===== config.mk =====
export PLATFORM = sky130hd
export DESIGN_NAME = sprite_plotter
export DESIGN_NICKNAME = d
export VERILOG_FILES = /design/src/rtl/sprite_plotter.sv
export SDC_FILE = /design/constraint.sdc
export NUM_CORES = 1
export LEC_CHECK = 0
export ABC_CLOCK_PERIOD_IN_PS = 3000
export CORE_UTILIZATION = 35
export DETAILED_ROUTE_END_ITERATION = 8
export GPL_TIMING_DRIVEN = 0
export SLEW_MARGIN = 20
export SYNTH_ARGS = -nofsm -noshare
export SYNTH_HDL_FRONTEND = slang
export SYNTH_SLANG_ARGS = --single-unit

===== constraint.sdc =====
create_clock -name clock -period 3 [get_ports clock]
set_clock_uncertainty 0.15 [all_clocks]
set_input_delay 0.6 -clock clock [delete_from_list [all_inputs] [get_ports clock]]
set_output_delay 0.6 -clock clock [all_outputs]
set_load 0.005 [all_outputs]

===== src/rtl/sprite_plotter.sv =====
// sprite_plotter: N-sprite erase/redraw engine driving a pixel-write port, one pixel per clock
module sprite_plotter #(
  parameter int NUM_SPRITES = 2,
  parameter int SPR_W = 2,
  parameter int SPR_H = 2,
  parameter int X_W = 8,
  parameter int Y_W = 7,
  parameter int COL_W = 3,
  parameter logic [COL_W-1:0] BG_COLOUR = '0
) (
  input  logic                         clock,
  input  logic                         resetn,
  input  logic                         tick,
  input  logic [NUM_SPRITES*X_W-1:0]   pos_x,
  input  logic [NUM_SPRITES*Y_W-1:0]   pos_y,
  input  logic [NUM_SPRITES*COL_W-1:0] colour,
  input  logic [NUM_SPRITES-1:0]       enable,
  output logic [X_W-1:0]               out_x,
  output logic [Y_W-1:0]               out_y,
  output logic [COL_W-1:0]             out_colour,
  output logic                         plot,
  output logic                         busy,
  output logic                         done,
  output logic                         overrun
);
  localparam int IW = NUM_SPRITES > 1 ? $clog2(NUM_SPRITES) : 1;
  localparam int DW = SPR_W > 1 ? $clog2(SPR_W) : 1;
  localparam int HW = SPR_H > 1 ? $clog2(SPR_H) : 1;
  typedef enum logic [1:0] {IDLE, ERASE, DRAW, FIN} state_t;
  state_t state, state_nx;
  logic [IW-1:0] idx;
  logic [DW-1:0] dx;
  logic [HW-1:0] dy;
  logic [X_W-1:0] px_s [NUM_SPRITES];
  logic [Y_W-1:0] py_s [NUM_SPRITES];
  logic [COL_W-1:0] col_s [NUM_SPRITES];
  logic [X_W-1:0] last_x [NUM_SPRITES];
  logic [Y_W-1:0] last_y [NUM_SPRITES];
  logic [NUM_SPRITES-1:0] en_s, last_valid;
  logic erasing, pass, active, last_col, last_pix, last_spr, step;
  logic [X_W-1:0] base_x;
  logic [Y_W-1:0] base_y;
  always_comb begin
    erasing = state == ERASE;
    pass = state == ERASE || state == DRAW;
    base_x = erasing ? last_x[idx] : px_s[idx];
    base_y = erasing ? last_y[idx] : py_s[idx];
    active = erasing ? last_valid[idx] && (!en_s[idx] || px_s[idx] != last_x[idx] || py_s[idx] != last_y[idx])
                     : en_s[idx];
    last_col = dx == DW'(SPR_W - 1);
    last_pix = last_col && dy == HW'(SPR_H - 1);
    last_spr = idx == IW'(NUM_SPRITES - 1);
    step = !active || last_pix;
    state_nx = state == IDLE ? (tick ? ERASE : IDLE)
             : state == FIN ? IDLE
             : (step && last_spr) ? (erasing ? DRAW : FIN)
             : state;
  end
  always_ff @(posedge clock or negedge resetn)
    if (!resetn) state <= IDLE;
    else state <= state_nx;
  always_ff @(posedge clock or negedge resetn) begin
    if (!resetn) begin
      out_x <= '0;
      out_y <= '0;
      out_colour <= '0;
      plot <= 1'b0;
      busy <= 1'b0;
      done <= 1'b0;
      overrun <= 1'b0;
      idx <= '0;
      dx <= '0;
      dy <= '0;
      en_s <= '0;
      last_valid <= '0;
      for (int i = 0; i < NUM_SPRITES; i++) begin
        px_s[i] <= '0;
        py_s[i] <= '0;
        col_s[i] <= '0;
        last_x[i] <= '0;
        last_y[i] <= '0;
      end
    end else begin
      done <= state == FIN;
      busy <= state == IDLE ? tick : state != FIN;
      overrun <= overrun || (tick && busy);
      plot <= pass && active;
      if (pass && active) begin
        out_x <= base_x + X_W'(dx);
        out_y <= base_y + Y_W'(dy);
        out_colour <= erasing ? BG_COLOUR : col_s[idx];
      end
      if (state == IDLE && tick) begin
        for (int i = 0; i < NUM_SPRITES; i++) begin
          px_s[i] <= pos_x[i*X_W +: X_W];
          py_s[i] <= pos_y[i*Y_W +: Y_W];
          col_s[i] <= colour[i*COL_W +: COL_W];
        end
        en_s <= enable;
        idx <= '0;
        dx <= '0;
        dy <= '0;
      end
      if (pass) begin
        if (step) begin
          dx <= '0;
          dy <= '0;
          idx <= last_spr ? '0 : idx + 1'b1;
          if (!erasing) begin
            last_x[idx] <= px_s[idx];
            last_y[idx] <= py_s[idx];
            last_valid[idx] <= en_s[idx];
          end
        end else begin
          dx <= last_col ? '0 : dx + 1'b1;
          dy <= last_col ? dy + 1'b1 : dy;
        end
      end
    end
  end
endmodule


# Yosys cells after proc, flatten, opt, wreduce, memory -nomap -nowiden
# Index checks and enable logic that the tools add are counted.
# Widths: inputs -> output; s select.
[totals]
reg_bits = 97
latchBits = 0
ram_bits = 0
mem_bits_ro = 0
in_bits = 41
n_memories = 0
[op_classes]
addsub = 5
n_mul = 0
n_div = 0
order_cmp = 4
n_eq_ne = 7
n_shift = 0
n_mux = 49
n_bitwise = 2
reduce_logical = 20
[ops]
columns = ["cell", "count"]
rows = [
  ["$mux 8", 8],
  ["$mux 7", 8],
  ["$mux 1", 20],
  ["$bwmux 16", 1],
  ["$bwmux 14", 1],
  ["$mux 3", 4],
  ["$add 8x1->8", 1],
  ["$demux 8 s1", 1],
  ["$logic_and 1x1->1", 8],
  ["$ne 8x8->1", 1],
  ["$add 7x1->7", 1],
  ["$demux 7 s1", 1],
  ["$ne 7x7->1", 1],
  ["$mux 2", 3],
  ["$logic_or 1x1->1", 5],
  ["$eq 2x2->1 const B", 2],
  ["$add 1x1->1 const B", 3],
  ["$ne 3x2->1 const B", 1],
  ["$reduce_and 3->1", 1],
  ["$reduce_bool 3->1", 1],
  ["$bwmux 2", 1],
  ["$eq 2x1->1 const B", 1],
  ["$ge 2x2->1 const B", 1],
  ["$logic_not 1->1", 2],
  ["other kinds (10)", 10],
]

# Logic depth before layout (Yosys ltp)
# Gate-level depths: netlist of run 1.
[logic_depth]
word_depth = 15
mapped_depth = 11

# Worst setup path after synthesis of run 1
# No wires, ideal clock.
[synth_timing]
path_type = "flip-flop to flip-flop"
start = "reg state[1]"
end = "reg out_y[4]"
arrival_ns = 2.236
required_ns = 2.722
slack_ns = 0.487
path_stages_with_launch = 11
synth_period_minus_slack_ns = 2.513
path_cell_list = "dfrtp_1 > inv_1 > ha_1 > buf_2 > buf_2 > mux4_2 > ha_1 > ha_1 > nand3_1 > xnor2_1 > mux2_1"
[synth_between]
elab_chain_len = 3
[synth_lines]
columns = ["item", "line_no", "text"]
rows = [
  ["start, declared", "30", "state_t state, state_nx;"],
  ["start signal, assigned", "61", "else state <= state_nx;"],
  ["$eq 2x1->1 / $eq 2x2->1 (equally long branches)", "44, 45", ""],
  ["$mux 7, or another cell as far along", "47", "base_y = erasing ? last_y[idx] : py_s[idx];"],
  ["$add 7x1->7 / $logic_and 1x1->1 (equally long branches)", "90, 88", ""],
  ["end signal, assigned", "90", "out_y <= base_y + Y_W'(dy);"],
  ["end, declared", "19", "output logic [Y_W-1:0] out_y,"],
]
# Several ways; a longest one is shown, not always the timed one.
# A chain may end at the register's enable or synchronous reset.

# Worst setup path after layout of run 1
[layout_timing]
start = "reg idx"
end = "reg out_y[4]"
[layout_between]
elab_chain_len = 10
[layout_lines]
columns = ["item", "line_no", "text"]
rows = [
  ["start, declared", "31", "logic [IW-1:0] idx;"],
  ["start signal, assigned", "108", "idx <= last_spr ? '0 : idx + 1'b1;"],
  ["parallel branches: the longest is 10 deep, another holds $add 7x1->7", "-", ""],
]
# Parallel ways; which one is timed is not known. The select of a mux whose other input is x is not followed.

==> impl_metrics.yaml, run 1 <==
synthesis:
  syn_nets: 445
  synth_area_leaders: "dfrtp_1 50%, mux2_2 9.6%, mux4_2 7.0%"
  yosys_warnings: 0
  synth_top_area_cell: "dfrtp_1"
  netlist_area_um2: 4823
  seq_area_frac_synth: 0.5032
  postSynthCellCount: 396
  syn_area_per_cell_um2: 12.18
  ys_ff_latch: 97
  yosys.area.top_type_share: 0.5032
  synth.distinct_cells: 41
cells_and_area:
  antenna_cells: 0
  synthToLayoutAreaGrowth_pct: 24.64
  n_fill_cell: 1292
  fin_util: 0.4504
  layout-drive-gt1-share: 0.1860
  finalNonFillerCells: 649
  final_area_um2: 6012
  fin_nets: 518
power:
  ir_drop_mv: 0.4932
  p_leak_uw: 0.002470
  finalPower_uw: 7472
  power_density_nw_per_um2: 1243
floorplanning:
  die_h_um: 119.4
  pin_count: 63
  die_w_um: 119.4
  coreArea_um2: 13350
  floorplan.rows: 42
  start_util: 0.3614
  die_area_um2: 14250
worst_setup_path:
  start_kind: "register"
  worst_path_max_delay_cell: "mux4_2"
  critPathTopFamily: "multiplexers"
  crit_chain: "buf_6 > buf_6 > buf_4 > mux4_2 > ha_1 > ha_1 > nand3_1 > xnor2_1 > mux2_1"
  cp.buffers_inverters: 3
  critPathRequiredTime_ps: 3090
  critPathKind: "reg -> reg"
  critPathMaxFanout: 10
  r2r_cells: 9
  cp.arrival_ps: 2780
  end_kind: "register"
  cp_slowest_stage_delay_ps: 540
  crit_cells: 9
route:
  wl_per_cell_um: 17.52
  drt_iter0_drc: 158
  ant_nets: 0
  viasPerCell: 5.182
  vias: 3363
  routed_wl_mm: 11.37
  first_pass_iters: 4
  drc: 0
place:
  placed_cells: 635
  place_congestion: 0.8424
  io_buffers: 62
  post_dp_cell_area_um2: 5693
  hpwl_mm: 8.521
clocking:
  clock_latency_ps: 360
  clkTransAtPathRegs_ps: 70
  cts_sinks: 97
  cts_max_level: 3
  cts_buffers: 9
  clockRootBuffer: "clkbuf_16"
  clk_path_buf_depth: 2
  tritoncts: "done"
  postCtsHoldBufs: 0
  post_cts_buffers: 0
grt:
  overflow: 0
  grt_pass1_wl_mm: 18.47
  grt_usage: 0.1735
  grt_max_degree: 50
  top_usage_layer: "met2"
  antenna_found_initial: 0
  grt_pass1_vias: 3451
  met1_usage: 0.2263
  met2_usage: 0.2747
  met3_usage: 0.04358
job:
  drv_cap: 0
sta:
  finalHoldViolCount: 0
  fin_setup_tns_ps: 0
  setup_viol: 0
  worst_pin_slew_ps: 683.8
  finalCritPeriodShare: 0.8971
  rsz0062_at_grt: "false"
  fin_crit_ps: 2691
  max-slew-margin-rel: 0.5441
  fmax_mhz: 371.6
  timing_max_transition_violations_final: 0
worst_hold_path:
  hold_class: "in -> async"
outcome:
  status: "completed"
routing by layer:
layer	part of all wire	vias to the layer above
li1	-	1560
met1	0.44	1678
met2	0.47	105
met3	0.069	20
met4	0.023	0
met5	0	-
Yosys cell counts (all sizes together):
cell type	number
ha	8
o21ai	17
mux2i	22
a21o	1
and2	3
a21oi	35
a211oi	2
o41ai	2
and3	2
o31ai	4
o221ai	1
a221o	1
a221oi	1
nor2	36
xor2	18
dfrtp	97
mux4	15
buf	15
nand3	6
o22ai	2
a2111oi	1
xnor2	18
nand2b	1
mux2	49
nor4	5
nand3b	1
inv	11
nand2	11
a311oi	1
and2b	1
o21bai	1
a31oi	2
clkbuf	6
power by group:
group	switching, uW	total [uW]	leakage [uW]	internal [uW]
Sequential	608	2600	0.00113	1990
Combinational	1800	3650	0.00119	1850
Clock	481	1230	0.000151	746
Total	2880	7470	0.00247	4590
cell families after synthesis:
| kind of cell | count (synthesis) | synth area share |
|---|---|---|
| flops | 97 | 0.5032 |
| mux | 86 | 0.2301 |
| compound gates | 71 | 0.08742 |
| simple gates | 66 | 0.06148 |
| xor+xnor | 36 | 0.06537 |
| buf+inv | 32 | 0.03164 |
| fa+ha+maj | 8 | 0.02075 |
cell usage in the layout, fill, tap and decap left out, types with 9 or more instances in the layout:
cell type        instances
mux2_2                  41
nand2_1                 11
a21oi_1                 35
xor2_1                  18
clkbuf_16                9
nor2_1                  36
o21ai_0                 15
inv_1                   11
mux2i_1                 22
clkdlybuf4s50_1         61
xnor2_1                 18
dfrtp_1                 97
mux4_2                  15
registers in the layout, indices dropped and copies added (netlist names), 2 cells and up:
register,cells
col_s,6
en_s,2
last_valid,2
last_x,16
last_y,14
out_colour,3
out_x,8
out_y,7
px_s,16
py_s,14
state,2
final cells by class:
cell class              count  area, um2  area share
plain buffers              20      108.9     0.01811
clock buffers              10      239.0     0.03975
clock inverters             5      80.08     0.01332
inverters                  11      41.29    0.006868
multi-input cells         267       2246      0.3736
flip-flops and latches     97       2427      0.4037
well taps                 176      220.2     0.03663
repair buffers             63      649.4      0.1080
worst register-to-register path: cells and delay by family, from the launching register on:
| family | cells | cell delay (ps) |
|---|---|---|
| multiplexers | 2 | 830 |
| AND/OR/NAND/NOR | 1 | 110 |
| buffers and inverters | 3 | 610 |
| XOR/XNOR | 1 | 80 |
| adder cells (fa/ha/maj) | 2 | 430 |
| flip-flops | 1 | 370 |
worst paths after layout:
path                         start        to  slack, ps
setup reg to reg               idx  out_y[4]        310
hold reg to reg            overrun   overrun        310
setup / recovery               idx  out_y[4]        310
min in group clock         overrun   overrun        310
max in group asynchronous   resetn   py_s[6]       2080
hold / removal              resetn  out_x[3]         30
timing repair:
item                       4_1_cts  5_1_grt
hold endpoints to repair         0        0
setup endpoints to repair        5        1
pin swaps                        0        0
resized for setup                2        0
metrics by stage:
stage          worst slack, ps  hold WS (ps)
3_5_place_dp            -94.95         297.2
6_report                 308.6         29.90
2_1_floorplan            486.5         154.4
3_3_place_gp             -2415         292.0
4_1_cts                  93.37         44.98
5_1_grt                  167.1         63.04
Note: power is estimated with default switching activity, not from simulation.
==> run 2, diff against run 1 <==
CTS_CLUSTER_DIAMETER = 80   (was not set)
PLACE_DENSITY = 0.51   (was not set)
==> run 2 against run 1 <==
  * Maximum frequency is 3.8% lower
  * Global-route usage is 0.70 points higher
  * Utilization is 0.10 points lower
  * Non-clock buffer count is 1 higher
==> impl_metrics.yaml, run 2 (synthesized netlist as in run 1, its figures left out) <==
cells_and_area:
  layout-drive-gt1-share: 0.1835
  final_cell_mix: "97 x dfrtp_1, 61 x clkdlybuf4s50_1, 41 x mux2_2"
  finalNonFillerCells: 650
  fin_util: 0.4494
  fin_nets: 519
  synthToLayoutAreaGrowth_pct: 24.36
  antenna_cells: 0
  layout_commonest_cell: "dfrtp_1"
  top_regs: "last_x: 16 flops, px_s: 16 flops"
  final_area_um2: 5998
worst_hold_path:
  hold_class: "in -> async"
grt:
  grt_pass1_vias: 3451
  overflow: 0
  grt_pass1_wl_mm: 19.12
  grt_max_degree: 51
  grt_usage: 0.1804
  antenna_found_initial: 0
worst_setup_path:
  start_kind: "register"
  cp.arrival_ps: 2880
  r2r_cells: 10
  critPathKind: "reg -> reg"
  end_kind: "register"
  critPathMaxFanout: 10
  critPathRequiredTime_ps: 3080
route:
  viasPerCell: 5.152
  drt_iter0_drc: 207
  vias: 3349
  routed_wl_mm: 11.82
  first_pass_iters: 4
  wl_per_cell_um: 18.19
  ant_nets: 0
  drc: 0
clocking:
  tritoncts: "done"
  postCtsHoldBufs: 0
  cts_buffers: 9
  clk_path_buf_depth: 2
  cts_sinks: 97
  cts_max_level: 3
  clock_latency_ps: 350
  post_cts_buffers: 0
  clkTransAtPathRegs_ps: 70
  clockRootBuffer: "clkbuf_16"
power:
  ir_drop_mv: 0.3937
  p_leak_uw: 0.002467
  power_density_nw_per_um2: 1242
sta:
  timing_max_transition_violations_final: 0
  max-slew-margin-rel: 0.5398
  finalCritPeriodShare: 0.9329
  fmax_mhz: 357.3
  setup_viol: 0
  worst_pin_slew_ps: 690.3
  rsz0062_at_grt: "false"
  finalHoldViolCount: 0
  fin_setup_tns_ps: 0
  fin_crit_ps: 2799
floorplanning:
  coreArea_um2: 13350
  start_util: 0.3614
  die_w_um: 119.4
  die_h_um: 119.4
  pin_count: 63
  floorplan.rows: 42
  die_area_um2: 14250
place:
  hpwl_mm: 8.613
  io_buffers: 62
  post_dp_cell_area_um2: 5693
  placed_cells: 635
  place_congestion: 0.8297
outcome:
  status: "completed"
job:
  drv_cap: 0
## run 2: changes by cell type in the layout (fill, tap and decap cells not counted), sizes merged
cell and change:
clkbuf +3, buf +1, bufinv -1, clkinv -1, clkinvlp -1
## run 2: cell type report
type / count / area, um2
Fill cell: 1253 / 7350
Sequential cell: 97 / 2427
Multi-Input combinational cell: 267 / 2246
Timing Repair Buffer: 63 / 649.4
Clock buffer: 13 / 260.3
Tap cell: 176 / 220.2
Buffer: 21 / 116.4
Inverter: 11 / 41.29
Clock inverter: 2 / 37.54
## run 2: path summary, 6_finish.rpt
path | start | to | slack [ps]
worst min-delay path | resetn | out_x[3] | 30
max in group asynchronous | resetn | last_x[7] | 2070
min in group clock | overrun | overrun | 300
worst min register to register | overrun | overrun | 300
worst max register to register | state[1] | out_y[4] | 200
worst max-delay path | state[1] | out_y[4] | 200
## run 2: report_power, final
| group | switching, uW | internal, uW | total (uW) |
|---|---|---|---|
| Sequential | 603 | 1990 | 2590 |
| Clock | 482 | 688 | 1170 |
| Combinational | 1830 | 1860 | 3690 |
| Total | 2910 | 4540 | 7450 |
## run 2: metrics by stage
| step | worst slack [ps] | total power [uW] | hold slack [ps] |
|---|---|---|---|
| 2_1_floorplan | 486.5 | 5037 | 154.4 |
| 3_3_place_gp | -2496 | 6248 | 289.6 |
| 3_5_place_dp | -99.28 | 6327 | 293.8 |
| 4_1_cts | 82.56 | 7535 | 44.47 |
| 5_1_grt | 55.98 | 8032 | 61.16 |
| 6_report | 201.4 | 7450 | 34.54 |
## run 2: repair_timing
action,in CTS,in global routing
resized for setup,2,1
setup endpoints to repair,9,2
pin swaps,0,0
## run 2: layer usage
| metal | GRT usage | vias up | wire, um |
|---|---|---|---|
| met2 | 0.2856 | 84 | 5543 |
| met3 | 0.03831 | 18 | 455 |
| met5 | 0 | - | 0 |
| li1 | - | 1563 | - |
| met1 | 0.2415 | 1684 | 5578 |
| met4 | 0.07031 | 0 | 243 |
## run 2: worst max-delay path, cell delays in order, from the launching register on
cell	delay (ps)
dfrtp_1	410
inv_1	120
ha_2	280
buf_4	230
buf_4	240
mux4_2	350
ha_1	220
ha_1	210
nand3_1	100
xnor2_1	90
mux2_1	280
==> run 3, diff against run 2 <==
CORE_UTILIZATION = 55   (was 35)
PLACE_DENSITY = 0.76   (was 0.51)
==> run 3 against run 2 <==
  * The run now ends with hold timing left
  * Clock power shrank 27%
  * Sequential share of layout area is 1.3 points higher
  * Global-route usage is 8.5 points higher
  * Combinational power is essentially flat
  * Cell area shrank 3.2%
  * Register-to-register slack worse by 60 ps
  * Worst setup slack worse by 59 ps
  * Critical endpoint unchanged
==> impl_metrics.yaml, run 3 (synthesized netlist as in run 1, its figures left out) <==
worst_setup_path:
  startpoint: "state[1]"
  critPathKind: "reg -> reg"
  cp.buffers_inverters: 3
  critPathMaxFanout: 10
  start_kind: "register"
  critPathRequiredTime_ps: 3100
  cp.arrival_ps: 2960
  crit_cells: 10
  reg2reg_to: "out_y[4]"
  critPathTopFamily: "adder cells"
  regToRegSetupSlack_ps: 140
  cp_slowest_stage_delay_ps: 420
  crit_chain: "inv_1 > ha_2 > buf_4 > buf_2 > mux4_2 > ha_1 > ha_1 > nand3_1 > xnor2_1 > mux2_1"
  end_kind: "register"
  crit_end: "out_y[4]"
  crit_top_cell: "ha_1"
  r2r_start: "state[1]"
  worst_path_max_delay_cell: "dfrtp_1"
  r2r_cells: 10
power:
  power.share.clock: 0.120
  power.share.sequential: 0.363
  p_comb_frac: 0.517
  ir_drop_mv: 0.4957
  intPower_uw: 4251
  sw_frac_of_total: 0.4031
  switching_power_uw: 2870
  power_density_nw_per_um2: 1227
  p_leak_uw: 0.002420
cells_and_area:
  layout_commonest_cell: "dfrtp_1"
  final_cell_mix: "97 x dfrtp_1, 61 x clkdlybuf4s50_1, 41 x mux2_2"
  finalNonFillerCells: 580
  n_fill_cell: 619
  top_regs: "last_x: 16 flops, px_s: 16 flops"
  layout-drive-gt1-share: 0.1874
  fin_nets: 519
  synthToLayoutAreaGrowth_pct: 20.36
  antenna_cells: 0
sta:
  fin_setup_tns_ps: 0
  finalHoldViolCount: 1
  fin_crit_ps: 2857
  worst_pin_slew_ps: 795.9
  max-slew-margin-rel: 0.4694
  timing_max_transition_violations_final: 0
  finalCritPeriodShare: 0.9525
  rsz0062_at_grt: "false"
  fmax_mhz: 350.0
  hold_ws_ps: -0.3935
  setup_viol: 0
floorplanning:
  coreArea_um2: 8341
  die_h_um: 95.65
  floorplan.rows: 33
  die_w_um: 95.65
  start_util: 0.5783
  pin_count: 63
  die_area_um2: 9148
grt:
  grt_pass1_vias: 3451
  grt_usage: 0.2656
  grt_max_degree: 54
  grt_pass1_wl_mm: 17.80
  overflow: 0
  antenna_found_initial: 0
outcome:
  status: "finished with violations"
  failed_checks: "hold timing"
clocking:
  clock_latency_ps: 360
  clockRootBuffer: "clkbuf_8"
  post_cts_buffers: 0
  cts_buffers: 9
  clk_path_buf_depth: 2
  cts_max_level: 3
  tritoncts: "done"
  clkTransAtPathRegs_ps: 90
  cts_sinks: 97
route:
  vias: 3402
  wl_per_cell_um: 18.88
  drc: 0
  viasPerCell: 5.866
  routed_wl_mm: 10.95
  ant_nets: 0
  drt_iter0_drc: 204
  first_pass_iters: 5
place:
  placed_cells: 564
  hpwl_mm: 8.151
  io_buffers: 62
  place_congestion: 0.9296
job:
  drv_cap: 0
worst_hold_path:
  hold_class: "in -> async"
-- run 3: cell count changes in the layout (fill, tap and decap cells not counted) --
cell	before	now
buf_2	5	6
clkbuf_16	9	0
buf_4	4	3
clkinv_2	0	2
clkinvlp_4	1	2
clkbuf_8	2	10
clkbuf_1	7	6
-- run 3: worst min-delay path by stage --
stage                     startpoint       end  depth (start not counted)
after floorplan               resetn      busy                          0
after global placement       overrun   overrun                          1
after detailed placement     overrun   overrun                          1
after CTS                     resetn  out_x[6]                          1
after global routing          resetn  out_x[6]                          1
final                         resetn  out_x[6]                          1
-- run 3: final cells by class --
type | count | area (um2) | share of cell area
Tap cell | 105 | 131.4 | 0.02263
Clock inverter | 5 | 55.05 | 0.009483
Sequential cell | 97 | 2427 | 0.4181
Buffer | 21 | 113.9 | 0.01961
Clock buffer | 11 | 141.4 | 0.02435
Multi-Input combinational cell | 267 | 2246 | 0.3869
Timing Repair Buffer | 63 | 649.4 | 0.1119
Inverter | 11 | 41.29 | 0.007112
-- run 3: worst register-to-register path: stages (launching register included) --
cell	delay [ps]
dfrtp_1	420
inv_1	110
ha_2	280
buf_4	230
buf_2	290
mux4_2	380
ha_1	220
ha_1	210
nand3_1	110
xnor2_1	70
mux2_1	270
-- run 3: metal layers --
layer,up-vias,routed length (um),track usage
met4,0,196,0.08706
met2,123,5334,0.4458
li1,1556,-,-
met5,-,0,0
met3,14,730,0.04147
met1,1709,4689,0.3533
-- run 3: power by group through the flow --
stage,registers [uW],clock network [uW],logic [uW]
global placement,2550,0,3560
finish,2580,857,3680
detailed placement,2600,0,3660
CTS,2570,876,3680
floorplan,2440,0,2600
global route,2680,924,4020
-- run 3: per-stage QoR --
step | total power (uW) | utilization | area, um2 | setup slack, ps
global placement | 6114 | 0.6685 | 5575 | -2274
detailed placement | 6260 | 0.6719 | 5604 | -10.10
global route | 7621 | 0.6961 | 5806 | 3.431
floorplan | 5037 | - | 4823 | 486.5
finish | 7121 | 0.6961 | 5806 | 142.6
CTS | 7131 | 0.6958 | 5803 | 53.53
-- run 3: repair_timing --
action                     4_1_cts  5_1_grt
pin swaps                        0        0
setup endpoints to repair        1        5
hold buffers                     0        0
hold endpoints to repair         0        0
resized for setup                1        1
